File: config.mk
export PLATFORM = sky130hd
export DESIGN_NAME = exec_sequencer
export DESIGN_NICKNAME = d
export VERILOG_FILES = /design/src/rtl/exec_sequencer.sv
export SDC_FILE = /design/constraint.sdc
export NUM_CORES = 1
export LEC_CHECK = 0
export ABC_AREA = 1
export ABC_CLOCK_PERIOD_IN_PS = 1600
export CORE_ASPECT_RATIO = 1.1
export CORE_UTILIZATION = 35
export DETAILED_ROUTE_END_ITERATION = 10
export MAX_ROUTING_LAYER = met4
export PLACE_DENSITY_LB_ADDON = 0.2
export SYNTH_ARGS = -nofsm -noshare
export SYNTH_HDL_FRONTEND = slang
export SYNTH_SLANG_ARGS = --single-unit
File: constraint.sdc
create_clock -name clk -period 1.6 [get_ports clk]
set_clock_uncertainty 0.2 [all_clocks]
set_input_delay 0.32 -clock clk [delete_from_list [all_inputs] [get_ports clk]]
set_output_delay 0.32 -clock clk [all_outputs]
set_load 0.02 [all_outputs]
File: src/rtl/exec_sequencer.sv
// Multi-cycle control FSM for the nano-cpu: fetch, latch, decode check, single ALU
// start pulse, bounded wait for the result, then retire (pc advance + retired count).
module exec_sequencer #(
  parameter int ADDR_WIDTH     = 10,
  parameter int TIMEOUT_CYCLES = 64
) (
  input  logic                  clk,
  input  logic                  rst,
  input  logic                  run,
  input  logic                  step,
  output logic [ADDR_WIDTH-1:0] imem_addr,
  input  logic [31:0]           imem_rdata,
  output logic [31:0]           instr,
  input  logic                  instr_legal,
  output logic                  alu_in_valid,
  input  logic                  alu_out_valid,
  output logic                  rd_we,
  output logic [ADDR_WIDTH-1:0] pc,
  output logic                  busy,
  output logic                  halted,
  output logic [1:0]            fault_code,
  output logic [31:0]           retired_count,
  output logic [2:0]            dbg_state_o
);

  // Handshake: alu_in_valid is a one-cycle start with no back-pressure; the ALU
  // answers with a one-cycle alu_out_valid, which is only honoured in WAIT.
  typedef enum logic [2:0] {
    IDLE   = 3'd0,
    FETCH  = 3'd1,
    LOAD   = 3'd2,
    DECODE = 3'd3,
    ISSUE  = 3'd4,
    WAIT   = 3'd5,
    HALT   = 3'd6
  } state_t;

  localparam logic [7:0] WAIT_LAST = 8'(TIMEOUT_CYCLES - 1);

  state_t                  state_q, state_d;
  logic [ADDR_WIDTH-1:0]   pc_q, pc_d;
  logic [31:0]             instr_q, instr_d;
  logic [31:0]             ret_q, ret_d;
  logic [1:0]              fault_q, fault_d;
  logic [7:0]              wcnt_q, wcnt_d;
  logic                    single_q, single_d;

  always_ff @(posedge clk) begin
    if (rst) begin
      state_q  <= IDLE;
      pc_q     <= '0;
      instr_q  <= '0;
      ret_q    <= '0;
      fault_q  <= 2'd0;
      wcnt_q   <= '0;
      single_q <= 1'b0;
    end else begin
      state_q  <= state_d;
      pc_q     <= pc_d;
      instr_q  <= instr_d;
      ret_q    <= ret_d;
      fault_q  <= fault_d;
      wcnt_q   <= wcnt_d;
      single_q <= single_d;
    end
  end

  always_comb begin
    state_d      = state_q;
    pc_d         = pc_q;
    instr_d      = instr_q;
    ret_d        = ret_q;
    fault_d      = fault_q;
    wcnt_d       = wcnt_q;
    single_d     = single_q;
    alu_in_valid = 1'b0;
    rd_we        = 1'b0;
    case (state_q)
      IDLE: begin
        if (run || step) begin
          state_d  = FETCH;
          single_d = step && !run;
        end
      end
      FETCH: state_d = LOAD;
      LOAD: begin
        instr_d = imem_rdata;
        state_d = DECODE;
      end
      DECODE: begin
        if (!instr_legal) begin
          state_d = HALT;
          fault_d = 2'd1;
        end else begin
          state_d = ISSUE;
        end
      end
      ISSUE: begin
        alu_in_valid = 1'b1;
        wcnt_d       = '0;
        state_d      = WAIT;
      end
      WAIT: begin
        if (alu_out_valid) begin
          rd_we   = 1'b1;
          pc_d    = pc_q + ADDR_WIDTH'(1);
          ret_d   = ret_q + 32'd1;
          state_d = (run && !single_q) ? FETCH : IDLE;
        end else begin
          // The last permitted wait cycle has passed with no result.
          wcnt_d = wcnt_q + 8'd1;
          if (wcnt_q == WAIT_LAST) begin
            state_d = HALT;
            fault_d = 2'd2;
          end
        end
      end
      HALT:    state_d = HALT;
      default: state_d = IDLE;
    endcase
    if (rst) begin
      alu_in_valid = 1'b0;
      rd_we        = 1'b0;
    end
  end

  assign imem_addr     = pc_q;
  assign pc            = pc_q;
  assign instr         = instr_q;
  assign retired_count = ret_q;
  assign fault_code    = fault_q;
  assign busy          = (state_q != IDLE) && (state_q != HALT);
  assign halted        = (state_q == HALT);
  assign dbg_state_o   = state_q;

endmodule
==> impl_metrics.tcl <==
set metrics [dict create \
    die_width_um 106 \
    postRouteAntennaNets 0 \
    post-place-ws_ns -0.661 \
    required_ns 1.08 \
    synth_nets 659 \
    clock-sinks 88 \
    start_util 0.361 \
    clock_latency_ns 0.34 \
    grt-ovfl-total 0 \
    gp_congestion 0.956 \
    clk_pin_slew_ns 0.06 \
    firstDrtPassIters 5 \
    synth-seq-cells 88 \
    routed_wl_um 13600 \
    drv_slew 0 \
    portBuffers 130 \
    multi_input_area_um2 2310 \
    cp-end-kind "output pin" \
    grt_max_degree 65 \
    path_delay_family "flip-flops" \
    outcome "complete, but fails checks" \
    violations "setup timing" \
    slowest_delay_ns 0.38 \
    yosysWarnings 0 \
    r2r_cells 10 \
    die_h_um 117 \
    synth.avg_cell_area_um2 6.75 \
    critPathSlowestCell "dfxtp_4" \
    final_common_cell "nand2_1" \
    crit_fanout 5 \
    cap_violations 0 \
    drive_gt1_frac 0.286 \
    post-synth-top-area-fraction 0.422 \
    syn_to_final_growth_pct 67.2 \
    peakVddDrop_mv 0.635 \
    final_area_um2 6980 \
    fin_ws_ns -0.104 \
    dp_hpwl_um 9210 \
    holdPathStages 2 \
    crit_arrival_ns 1.18 \
    period_share 1.07 \
    p_leak_nw 3.06 \
    ys_top_cells_by_area "dfxtp_1, nand2_1, inv_1, nor2_1, a21oi_1" \
    antenna_found_initial 0 \
    p_per_area_nw_per_um2 883 \
    grt_pass1_wl_um 20400 \
    layout_common_cells "nand2_1, inv_1, buf_4" \
    timing.hold.ws_ns 0.243 \
    ys_seq_area_frac 0.422 \
    drc_errors 0 \
    rsz0062_at_grt "yes" \
    critical_path.startpoint_type "flop" \
    relSlewSlack 0.751 \
    worst_r2r_startpoint "dbg_state_o[2]$_SDFFE_PP0P_" \
    finalSetupViolCount 16 \
    final_net_count 861 \
    core-area_um2 11500 \
    synth_cell_type_count 31 \
    tritoncts "done" \
    drtIter0Drc 260 \
    vias 4713 \
    finalHoldViolations 0 \
    io_pins 131 \
    r2r-end "retired_count[27]$_SDFFE_PP0P_" \
    n_fill_cell 1069 \
    grt_pass1_vias 4397 \
    wl_per_cell_um 13.9 \
    rows 41 \
    htreeDepth 3 \
    antennaDiodeCount 0 \
    synth_area_leader_cell "dfxtp_1" \
    cts_buffers 9 \
    grtUsageTotal 0.214 \
    tightest_slew_ns 0.372 \
    routed_via_density 4.84 \
    max_freq_mhz 587 \
    min_period_ns 1.70 \
    syn_area_um2 4170 \
    seqCellArea_um2 1800 \
    critPathKind "reg -> out" \
    worst_hold_path_type "reg -> reg" \
    synthCells 618 \
    reg2reg_slack_ns -0.06 \
    dpl_cell_area_um2 6120 \
    root_buffer "clkbuf_16" \
    worstHoldEndpoint "instr[10]$_SDFFE_PP0N_" \
    hold_start "instr[10]$_SDFFE_PP0N_" \
    path_buf_inv 2 \
    path_cells "inv_4, nand4_4, nor2_4, buf_6" \
    dieArea_um2 12400 \
    cts.path.max_buffers 2 \
]
## through the flow
stage / utilization / std cells / setup TNS, ns / power [mW]
final: 0.604 / 974 / -0.645 / 6.16
after global routing: 0.604 / 974 / -3.89 / 6.45
after CTS: 0.576 / 965 / -0.546 / 6.08
after detailed placement: 0.530 / 940 / -42.41 / 3.87
after global placement: 0.530 / 940 / -41.04 / 3.83
after floorplan: - / 618 / -0.0254 / 3.18
## cell type report
| cell class | instances | share of cell area |
|---|---|---|
| Clock buffer | 10 | 0.0343 |
| Clock inverter | 5 | 0.0117 |
| Inverter | 94 | 0.0515 |
| Sequential cell | 88 | 0.259 |
| Multi-Input combinational cell | 407 | 0.331 |
| Tap cell | 150 | 0.0269 |
| Timing Repair Buffer | 220 | 0.286 |
## sequential cells by signal, indices dropped and copies added (netlist names)
| register | flops |
|---|---|
| dbg_state_o | 3 |
| fault_code | 2 |
| imem_addr | 10 |
| instr | 32 |
| retired_count | 32 |
| single_q | 1 |
| wcnt_q | 8 |
## what timing repair did
item / 4_1_cts / 5_1_grt
gates resized for setup: 216 / 98
setup endpoints to repair: 176 / 83
pin swaps: 17 / 33
setup buffers: 10 / 7
hold buffers: 0 / 0
cloned: 0 / 2
## how the worst max path moves through the flow
stage | from | end | slack [ns] | cells past startpoint
3_3_place_gp | alu_out_valid | rd_we | -0.67 | 4
6_report | dbg_state_o[1]$_SDFFE_PP0P_ | rd_we | -0.10 | 4
2_1_floorplan | retired_count[1]$_SDFFE_PP0P_ | retired_count[14]$_SDFFE_PP0P_ | -0.03 | 8
4_1_cts | dbg_state_o[1]$_SDFFE_PP0P_ | rd_we | -0.12 | 4
3_5_place_dp | alu_out_valid | rd_we | -0.66 | 4
5_1_grt | retired_count[0]$_SDFFE_PP0P_ | retired_count[26]$_SDFFE_PP0P_ | -0.17 | 9
## report_power, final
part | internal, mW | switching, mW | total (mW)
logic | 0.600 | 0.784 | 1.38
registers | 2.38 | 0.126 | 2.51
clock network | 1.40 | 0.863 | 2.27
total | 4.38 | 1.77 | 6.16
## worst reg2reg max path: cells and delay by family, from the launching register on
family,cells,cell delay [ns]
buf+inv,3,0.34
simple gates,7,0.61
flops,1,0.39
## cell usage after synthesis
cell,count
nand2_1,116
inv_1,93
nor2_1,89
dfxtp_1,88
a21oi_1,61
o21ai_0,49
nand3_1,32
nand4_1,14
nor3_1,14
buf_4,12
clkbuf_1,11
nor2_2,6
buf_2,4
ha_1,3
o21ai_1,3
xor2_1,3
buf_1,2
nand3_2,2
nor3b_1,2
o21bai_1,2
xnor2_1,2
a211oi_1,1
a21boi_0,1
a21oi_2,1
a221oi_1,1
a31oi_1,1
inv_2,1
nand3b_1,1
nand4_2,1
nor3_2,1
o21a_1,1
## logic make-up after synthesis
logic type	synth area share
AND/OR/NAND/NOR	0.285
AO/OA/AOI/OAI	0.150
XOR/XNOR	0.0105
flip-flops	0.422
adder cells (fa/ha/maj)	0.00900
buffers and inverters	0.123
## layer usage
layer / up-vias / track usage / wire length, um
li1: 2367 / - / -
met1: 2183 / 0.246 / 5750
met2: 145 / 0.374 / 7020
met3: 18 / 0.0391 / 579
met4: 0 / 0.0824 / 223
met5: - / - / 0
(Power assumes the default switching activity.)
